<file path="src/rtl/bg_scroll_renderer.sv">
// bg_scroll_renderer
//   Background layer for the 640x480 VGA path. Each screen pixel (DrawX, DrawY)
//   is mapped to a source texel using integer replication (X_SCALE, Y_SCALE)
//   and a per-frame scroll offset that wraps around the source image. The texel
//   address goes to an external synchronous ROM, the returned index goes out to
//   an external palette, and the palette colour is registered onto red/green/blue.
//
// Ports
//   vga_clk                    pixel clock
//   Reset                      synchronous active-high reset
//   DrawX, DrawY               current screen coordinate
//   blank                      1 = visible pixel, 0 = blanking
//   scroll_x, scroll_y         texel scroll offsets, latched at frame start
//   rom_address                registered texel address to the background ROM
//   rom_q                      ROM data, ROM_LAT cycles after rom_address
//   pal_index                  rom_q passed straight through to the palette
//   pal_red/green/blue         palette colour for pal_index
//   red, green, blue           registered pixel colour
module bg_scroll_renderer #(
    parameter int unsigned SRC_W   = 320,
    parameter int unsigned SRC_H   = 240,
    parameter int unsigned X_SCALE = 2,
    parameter int unsigned Y_SCALE = 2,
    parameter int unsigned ROM_LAT = 1,
    parameter int unsigned IDX_W   = 8,
    parameter int unsigned ADDR_W  = 17
) (
    input  logic                       vga_clk,
    input  logic                       Reset,
    input  logic [9:0]                 DrawX,
    input  logic [9:0]                 DrawY,
    input  logic                       blank,
    input  logic [$clog2(SRC_W)-1:0]   scroll_x,
    input  logic [$clog2(SRC_H)-1:0]   scroll_y,
    output logic [ADDR_W-1:0]          rom_address,
    input  logic [IDX_W-1:0]           rom_q,
    output logic [IDX_W-1:0]           pal_index,
    input  logic [3:0]                 pal_red,
    input  logic [3:0]                 pal_green,
    input  logic [3:0]                 pal_blue,
    output logic [3:0]                 red,
    output logic [3:0]                 green,
    output logic [3:0]                 blue
);

    localparam int unsigned SXW = $clog2(SRC_W);
    localparam int unsigned SYW = $clog2(SRC_H);
    localparam int unsigned XRW = (X_SCALE > 1) ? $clog2(X_SCALE) : 1;
    localparam int unsigned YRW = (Y_SCALE > 1) ? $clog2(Y_SCALE) : 1;

    localparam logic [SXW:0]        LP_SRC_W    = (SXW+1)'(SRC_W);
    localparam logic [SYW:0]        LP_SRC_H    = (SYW+1)'(SRC_H);
    localparam logic [SXW-1:0]      LP_SX_LAST  = SXW'(SRC_W - 1);
    localparam logic [SYW-1:0]      LP_SY_LAST  = SYW'(SRC_H - 1);
    localparam logic [XRW-1:0]      LP_XR_LAST  = XRW'(X_SCALE - 1);
    localparam logic [YRW-1:0]      LP_YR_LAST  = YRW'(Y_SCALE - 1);
    localparam logic [ADDR_W-1:0]   LP_ROW_STEP = ADDR_W'(SRC_W);
    localparam logic [9:0]          LP_VIS_W    = 10'd640;
    localparam logic [9:0]          LP_VIS_H    = 10'd480;

    logic [SXW-1:0]     r_sx_base, r_sx_cur;
    logic [XRW-1:0]     r_x_rep;
    logic [SYW-1:0]     r_sy_cur;
    logic [YRW-1:0]     r_y_rep;
    logic [ADDR_W-1:0]  r_row_base, r_addr;
    logic [9:0]         r_prev_x, r_prev_y;
    logic               r_armed;
    logic [ROM_LAT:0]   r_blank_pipe;
    logic [3:0]         r_red, r_green, r_blue;

    logic               w_frame_start, w_line_start, w_visible;
    logic               w_h_step, w_v_step, w_blank_in;
    logic [SXW-1:0]     w_sx_lat, w_sx_base_nxt, w_sx_nxt;
    logic [SYW-1:0]     w_sy_lat, w_sy_nxt;
    logic [XRW-1:0]     w_xrep_nxt;
    logic [YRW-1:0]     w_yrep_nxt;
    logic [ADDR_W-1:0]  w_row_nxt, w_addr_nxt;

    // Counters are computed for the current sample so that the registered
    // address already belongs to this DrawX/DrawY (stage A).
    always_comb begin
        w_frame_start = (DrawX == 10'd0) && (DrawY == 10'd0);
        w_line_start  = (DrawX == 10'd0);
        w_visible     = (DrawX < LP_VIS_W) && (DrawY < LP_VIS_H);
        w_h_step      = w_visible && !w_line_start && (DrawX == r_prev_x + 10'd1);
        w_v_step      = w_line_start && (DrawY < LP_VIS_H) && (DrawY == r_prev_y + 10'd1);

        w_sx_lat = ({1'b0, scroll_x} >= LP_SRC_W) ? '0 : scroll_x;
        w_sy_lat = ({1'b0, scroll_y} >= LP_SRC_H) ? '0 : scroll_y;

        w_sx_base_nxt = r_sx_base;
        w_sy_nxt      = r_sy_cur;
        w_yrep_nxt    = r_y_rep;
        w_row_nxt     = r_row_base;
        if (w_frame_start) begin
            w_sx_base_nxt = w_sx_lat;
            w_sy_nxt      = w_sy_lat;
            w_yrep_nxt    = '0;
            // Constant-coefficient product, evaluated only on the frame-start
            // cycle; every later row uses the +SRC_W accumulator.
            w_row_nxt     = ADDR_W'(w_sy_lat) * LP_ROW_STEP;
        end else if (w_v_step) begin
            if (r_y_rep == LP_YR_LAST) begin
                w_yrep_nxt = '0;
                if (r_sy_cur == LP_SY_LAST) begin
                    w_sy_nxt  = '0;
                    w_row_nxt = '0;
                end else begin
                    w_sy_nxt  = r_sy_cur + 1'b1;
                    w_row_nxt = r_row_base + LP_ROW_STEP;
                end
            end else begin
                w_yrep_nxt = r_y_rep + 1'b1;
            end
        end

        w_sx_nxt   = r_sx_cur;
        w_xrep_nxt = r_x_rep;
        if (w_line_start) begin
            w_sx_nxt   = w_sx_base_nxt;
            w_xrep_nxt = '0;
        end else if (w_h_step) begin
            if (r_x_rep == LP_XR_LAST) begin
                w_xrep_nxt = '0;
                w_sx_nxt   = (r_sx_cur == LP_SX_LAST) ? '0 : r_sx_cur + 1'b1;
            end else begin
                w_xrep_nxt = r_x_rep + 1'b1;
            end
        end

        w_addr_nxt = w_row_nxt + ADDR_W'(w_sx_nxt);
        // After reset nothing is drawn until a frame start re-establishes the counters.
        w_blank_in = blank && (r_armed || w_frame_start);
    end

    always_ff @(posedge vga_clk) begin
        if (Reset) begin
            r_sx_base    <= '0;
            r_sx_cur     <= '0;
            r_x_rep      <= '0;
            r_sy_cur     <= '0;
            r_y_rep      <= '0;
            r_row_base   <= '0;
            r_addr       <= '0;
            r_prev_x     <= '0;
            r_prev_y     <= '0;
            r_armed      <= 1'b0;
            r_blank_pipe <= '0;
            r_red        <= '0;
            r_green      <= '0;
            r_blue       <= '0;
        end else begin
            r_sx_base    <= w_sx_base_nxt;
            r_sx_cur     <= w_sx_nxt;
            r_x_rep      <= w_xrep_nxt;
            r_sy_cur     <= w_sy_nxt;
            r_y_rep      <= w_yrep_nxt;
            r_row_base   <= w_row_nxt;
            r_prev_x     <= DrawX;
            r_prev_y     <= DrawY;
            r_armed      <= r_armed || w_frame_start;
            if (w_visible) begin
                r_addr <= w_addr_nxt;
            end
            r_blank_pipe <= {r_blank_pipe[ROM_LAT-1:0], w_blank_in};
            if (r_blank_pipe[ROM_LAT]) begin
                r_red   <= pal_red;
                r_green <= pal_green;
                r_blue  <= pal_blue;
            end else begin
                r_red   <= '0;
                r_green <= '0;
                r_blue  <= '0;
            end
        end
    end

    assign rom_address = r_addr;
    assign pal_index   = rom_q;
    assign red         = r_red;
    assign green       = r_green;
    assign blue        = r_blue;

endmodule
</file>
<file path="config.mk">
export PLATFORM = sky130hd
export DESIGN_NAME = bg_scroll_renderer
export DESIGN_NICKNAME = d
export VERILOG_FILES = /design/src/rtl/bg_scroll_renderer.sv
export SDC_FILE = /design/constraint.sdc
export NUM_CORES = 1
export LEC_CHECK = 0
export BUFFER_PORTS_ARGS = -buffer_cell sky130_fd_sc_hd__buf_2
export CORE_MARGIN = 4
export CORE_UTILIZATION = 51
export DETAILED_ROUTE_END_ITERATION = 16
export GPL_ROUTABILITY_DRIVEN = 0
export PLACE_DENSITY = 0.85
export SLEW_MARGIN = 15
export SYNTH_ARGS = -nofsm -noshare
export SYNTH_HDL_FRONTEND = slang
export SYNTH_SLANG_ARGS = --single-unit
</file>
<file path="constraint.sdc">
create_clock -name vga_clk -period 4.12 [get_ports vga_clk]
set_clock_uncertainty 0.1 [all_clocks]
set_input_delay 0.618 -clock vga_clk [delete_from_list [all_inputs] [get_ports vga_clk]]
set_output_delay 0.618 -clock vga_clk [all_outputs]
set_load 0.02 [all_outputs]
</file>
==> impl_metrics.yaml, run 1 <==
die:
  ioPinCount: 97
  fp.dieH_microns: 114
  die_x_microns: 114
  initial_core_util_pct: 52.6
  core_sq_um: 10900
  die_area_sq_um: 13000
  rows: 38
grt:
  grt-ovfl-total: 0
  antenna_found_initial: 0
  grt_pass1_wl_microns: 26600
  grt_pass1_vias: 5785
  gr-usage-all-layers_pct: 24.9
  grt_max_degree: 38
place:
  numPortBuffers: 80
  dp_hpwl_microns: 12000
  place_area_sq_um: 6950
yosys:
  synthCells: 662
  syn_nets: 750
  async_reset_ff_share_pct: 0
  synth_cell_types: 79
  synth.avg_cell_area_sq_um: 8.64
  yosysSeqAreaShare_pct: 33.9
  synth_edf_count: 0
  synth_warnings: 0
  ys_seq_elements: 97
  synth_flop_cell: "dfxtp_1"
  synth_area_sq_um: 5720
clocking:
  holdBufCountCts: 0
  clockBufferDepth: 2
  cts_tree: "done"
  cts.clk_slew.worst_paths_ps: 100
  clock_sinks: 97
  cts_buffers: 9
  cts_htree_levels: 3
  clk_latency_ps: 380
  root_buffer: "clkbuf_8"
pwr:
  swShare_pct: 26.7
  p_per_area_nw_per_um2: 261
  pwr-share-seq_pct: 49.9
  p_int_mw: 1.42
  leakage_nw: 3.14
  power.share.clock_pct: 36.0
  switching_power_uw: 519
  comb_power_share_pct: 14.1
  ir_worst_vdd_mv: 0.247
route:
  drc: 0
  wl_per_cell_microns: 17.3
  ant_nets: 0
  drt_iter0_drc: 357
  drt_first_pass_iters: 5
  vias: 5732
  finalWirelength_microns: 16700
  avgViaCountPerCell: 5.94
timing:
  relSlewSlack_pct: 20.1
  finalMaxSlewViolations: 0
  tightestPinTransition_ps: 1200
  fin_ws_ps: -259
  finalHoldViolCount: 0
  fin_crit_sh_pct: 106
  setup_viol: 8
  fmax_ghz: 0.228
  rsz0062_at_grt: "true"
  period_minus_slack_ps: 4380
cells_and_area:
  final_common_cell: "buf_4"
  design_area_sq_um: 7450
  area.growth.synth_to_final_pct: 30.1
  regArea_sq_um: 1950
  final_nets: 908
  antenna_cells: 0
  final_cell_mix: "97 x buf_4, 94 x dfxtp_1, 80 x buf_2, 53 x nor2_1, 47 x nor2b_1"
  final_util_pct: 68.4
  multiInputGateArea_sq_um: 3880
  drive_gt1_share_pct: 33.1
  fill_cells: 801
min_path:
  holdCritPathClass: "primary input to register"
setup_path:
  cp.required_ps: 4300
  end_kind: "register"
  critical_path_class: "register to register"
  crit_arrival_ps: 4550
  critical_path.startpoint_type: "register"
  path_max_fanout: 4
status:
  violations: "negative setup slack"
  outcome: "complete, but fails checks"
job:
  maxCapViolations: 0
==> logic make-up after synthesis <==
kind of cell               synth area share, %
and+or+nand+nor                           29.9
AOI/OAI and AO/OA                         17.7
DFF                                       33.9
buffers and inverters                     3.69
xor gates and xnor gates                  6.25
adders and majority gates                 6.56
muxes                                     1.97
==> final cells by class <==
cell class	count	share of cell area, %
flip-flops and latches	97	26.1
clock buffers	10	1.71
well taps	140	2.35
clock inverters	6	1.21
multi-input cells	519	52.1
inverters	12	0.605
repair buffers	181	15.9
==> cells in the mapped netlist (3+ instances only) <==
cell type	n	area (sq um)
o31ai_1	4	30.0
a211oi_1	10	75.1
inv_1	12	45.0
o21a_1	4	30.0
xnor2_1	23	201
nor4b_1	3	26.3
nor3_1	13	65.1
a311oi_1	7	61.3
a21o_1	9	67.6
mux2i_1	9	90.1
or3_1	5	31.3
or2_2	4	25.0
ha_1	26	325
clkbuf_1	23	86.3
nor4_1	16	100
and2_1	33	206
nand2_1	39	146
nand4_1	10	62.6
a31oi_1	10	62.6
and4b_1	5	50.1
and4_1	4	35.0
o21bai_1	6	45.0
buf_4	8	60.1
a21oi_1	34	170
nand4b_1	4	35.0
o21ai_0	19	95.1
nor2b_1	47	294
or4_1	5	37.5
nand3b_1	3	22.5
dfxtp_1	97	1940
nor2_1	56	210
o211ai_1	10	75.1
nor3b_1	7	52.6
and3_1	12	75.1
nand3_1	16	80.1
xor2_1	16	140
==> metal layers <==
metal  global-route usage (%)  part of all wire [%]
met1                     28.9                    40
met4                     12.4                   4.1
met5                        0                     0
met2                     44.0                    50
met3                     4.24                   5.7
==> worst paths after layout <==
path | start | end | slack [ps] | cells past startpoint
max | r_prev_x[1]$_SDFF_PP0_ | rom_address[14]$_SDFFE_PP0N_ | -260 | 20
min | pal_red[0] | red[0]$_SDFF_PP0_ | 350 | 2
min reg2reg | r_blank_pipe[0]$_SDFF_PP0_ | r_blank_pipe[1]$_SDFF_PP0_ | 360 | 1
max reg2reg | r_prev_x[1]$_SDFF_PP0_ | rom_address[14]$_SDFFE_PP0N_ | -260 | 20
==> power groups by stage <==
stage / clock network, mW / logic (mW) / registers, mW
floorplan: 0 / 0.148 / 0.993
global placement: 0 / 0.243 / 0.988
detailed placement: 0 / 0.253 / 0.989
CTS: 0.703 / 0.259 / 0.968
global route: 0.750 / 0.297 / 0.972
finish: 0.700 / 0.273 / 0.970
==> state kept, by name, summed over array words and instances (netlist names), 8 cells and up <==
name / cells
r_prev_x: 10
r_sx_base: 9
r_sy_cur: 8
rom_address: 17
r_row_base: 17
r_prev_y: 10
r_sx_cur: 9
==> timing repair <==
action,CTS,global route
pin swaps,23,20
buffers inserted,8,4
endpoints found under the setup margin,8,11
resized for setup,12,27
==> critical path, cell delays in order, from the launching register on <==
cell	delay, ps
dfxtp_2	350
ha_4	170
and2_4	150
and4b_1	210
nor4_2	240
and4_1	260
and2_4	180
nand3_4	80
mux2_4	310
mux2i_4	150
ha_2	230
fa_2	220
a21oi_2	70
o21bai_2	150
a211oi_2	100
o21bai_1	180
a21oi_2	90
o21bai_2	150
inv_1	90
or4_1	440
a311oi_1	340
==> through the flow <==
step / power (mW) / worst slack (ps) / hold WS, ps / instances / setup TNS [ps]
2_1_floorplan: 1.14 / 1.33 / 314 / 662 / 0
3_3_place_gp: 1.23 / -332 / 325 / 937 / -2000
3_5_place_dp: 1.24 / -462 / 336 / 937 / -2810
4_1_cts: 1.93 / -165 / 338 / 961 / -660
5_1_grt: 2.02 / -448 / 334 / 965 / -2550
6_report: 1.94 / -259 / 347 / 965 / -943
Power figures use the tool's default switching activity.
==> run 2: changes to the inputs <==
Settings changed: PLACE_DENSITY 0.85 to not set, PLACE_DENSITY_LB_ADDON set to 0.05.
==> run 2 against run 1 <==
The run still ends with negative setup slack left. Setup slack improved by 13 ps. First-iteration DRC count decreased by 31%. Die area unchanged. Largest power group unchanged. Critical path depth unchanged. Combinational power decreased by 5%. Non-clock buffer count decreased by 7.
==> impl_metrics.yaml, run 2 (same netlist as run 1, synthesis figures left out) <==
status:
  outcome: "complete, but fails checks"
  violations: "negative setup slack"
setup_path:
  path_buf_inv: 3
  slowest_stage: "or4_1"
  crit_cells: 20
  critical_path_class: "register to register"
  cp.required_ps: 4320
  crit_arrival_ps: 4570
  end_kind: "register"
  cp_common_cell: "a21oi_2"
  crit_family: "simple AND/OR/NAND/NOR gates"
  path_max_fanout: 4
  rr_worst_depth: 20
  r2r_setup_slack_ps: -250
  cp_cell_sequence: "ha_4 > buf_6 > xor2_1 > o211ai_1 > nor4_1 > nand4_1 > nor4b_4 > buf_4 > mux2i_1 > mux2i_2 > ha_1 > a21o_1 > a21oi_2 > o21bai_1 > a21oi_2 > o21ai_2 > a31o_4 > inv_2 > or4_1 > a311oi_2"
  critical_path.startpoint_type: "register"
  slowest_delay_ps: 410
clocking:
  clock_sinks: 97
  cts_htree_levels: 3
  root_buffer: "clkbuf_8"
  cts_tree: "done"
  cts_buffers: 9
  cts.clk_slew.worst_paths_ps: 90
  clockBufferDepth: 2
  clk_latency_ps: 390
cells_and_area:
  fill_cells: 918
  final_nets: 901
  area.growth.synth_to_final_pct: 27.7
  drive_gt1_share_pct: 31.5
  final_cell_mix: "95 x dfxtp_1, 91 x buf_4, 80 x buf_2, 53 x nor2_1, 47 x nor2b_1"
  final_common_cell: "dfxtp_1"
  multiInputGateArea_sq_um: 3820
  regArea_sq_um: 1940
  final_cells: 958
  design_area_sq_um: 7310
  antenna_cells: 0
grt:
  grt_pass1_vias: 5133
  antenna_found_initial: 0
  grt_max_degree: 51
  grt-ovfl-total: 0
  gr-usage-all-layers_pct: 23.5
  grt_pass1_wl_microns: 24600
die:
  fp.dieH_microns: 114
  die_area_sq_um: 13000
  initial_core_util_pct: 52.6
  die_x_microns: 114
  rows: 38
  ioPinCount: 97
  core_sq_um: 10900
pwr:
  ir_worst_vdd_mv: 0.228
  leakage_nw: 3.10
  p_per_area_nw_per_um2: 253
route:
  avgViaCountPerCell: 5.64
  drc: 0
  vias: 5404
  finalWirelength_microns: 15200
  ant_nets: 0
  wl_per_cell_microns: 15.8
  drt_iter0_drc: 245
  drt_first_pass_iters: 5
min_path:
  hold_depth: 2
  holdCritPathClass: "primary input to register"
timing:
  period_minus_slack_ps: 4370
  setup_viol: 9
  fmax_ghz: 0.229
  fin_crit_sh_pct: 106
  finalHoldViolCount: 0
  relSlewSlack_pct: 23.8
  finalMaxSlewViolations: 0
  rsz0062_at_grt: "true"
  tightestPinTransition_ps: 1140
  fin_ws_ps: -246
place:
  dp_cells: 935
  place_area_sq_um: 6940
  dp_hpwl_microns: 11400
  numPortBuffers: 80
  dp_slack_ps: -468
job:
  maxCapViolations: 0
run 2: cell types whose count changed in the layout (fill, tap and decap cells not counted), moves of 3 or more:
cell / before / now
buf_4: 97 / 91
nor4_1: 10 / 13
xnor2_1: 22 / 19
xnor2_2: 2 / 5
run 2: worst paths after layout:
check / startpoint / endpoint
max: r_prev_x[0]$_SDFF_PP0_ / rom_address[13]$_SDFFE_PP0N_
min reg2reg: rom_address[1]$_SDFFE_PP0N_ / rom_address[1]$_SDFFE_PP0N_
max reg2reg: r_prev_x[0]$_SDFF_PP0_ / rom_address[13]$_SDFFE_PP0N_
min: pal_green[2] / green[2]$_SDFF_PP0_
run 2: final cells by class:
cell class              instances  area share, %
clock buffers                  11           1.80
clock inverters                 5          0.770
inverters                      12          0.616
multi-input cells             519           52.3
flip-flops and latches         97           26.6
well taps                     140           2.40
repair buffers                174           15.5
run 2: repair_timing:
action / 4_1_cts / 5_1_grt
setup endpoints to repair: 10 / 11
resized for setup: 14 / 12
hold buffers: 0 / 0
setup buffers: 6 / 5
pin swaps: 36 / 29
run 2: report_power, final:
group	internal, mW	switching [mW]	leakage, nW
logic	0.125	0.135	2.22
clock network	0.280	0.337	0.0933
registers	0.953	0.0160	0.788
total	1.36	0.488	3.10
run 2: metrics by stage:
stage	TNS, ps	hold slack (ps)	util [%]	power (mW)
final	-1380	322	67.1	1.85
after global routing	-3480	314	67.1	1.93
after CTS	-1270	313	66.4	1.86
after detailed placement	-3500	346	63.8	1.24
after global placement	-2340	339	63.8	1.24
after floorplan	0	314	-	1.14
run 2: worst reg2reg max path: stages, from the launching register on:
cell and delay, ps:
dfxtp_2 370, ha_4 160, buf_6 90, xor2_1 150, o211ai_1 150, nor4_1 350, nand4_1 210, nor4b_4 340
buf_4 180, mux2i_1 210, mux2i_2 120, ha_1 290, a21o_1 120, a21oi_2 60, o21bai_1 230, a21oi_2 100
o21ai_2 170, a31o_4 190, inv_2 40, or4_1 410, a311oi_2 240
run 2: routing by layer:
layer | share of wire [%] | track usage, % | up-vias
met5 | 0 | 0 | -
met2 | 48 | 38.4 | 122
met3 | 4.4 | 3.66 | 28
met1 | 46 | 30.9 | 2544
met4 | 2.3 | 9.66 | 0
li1 | - | - | 2710
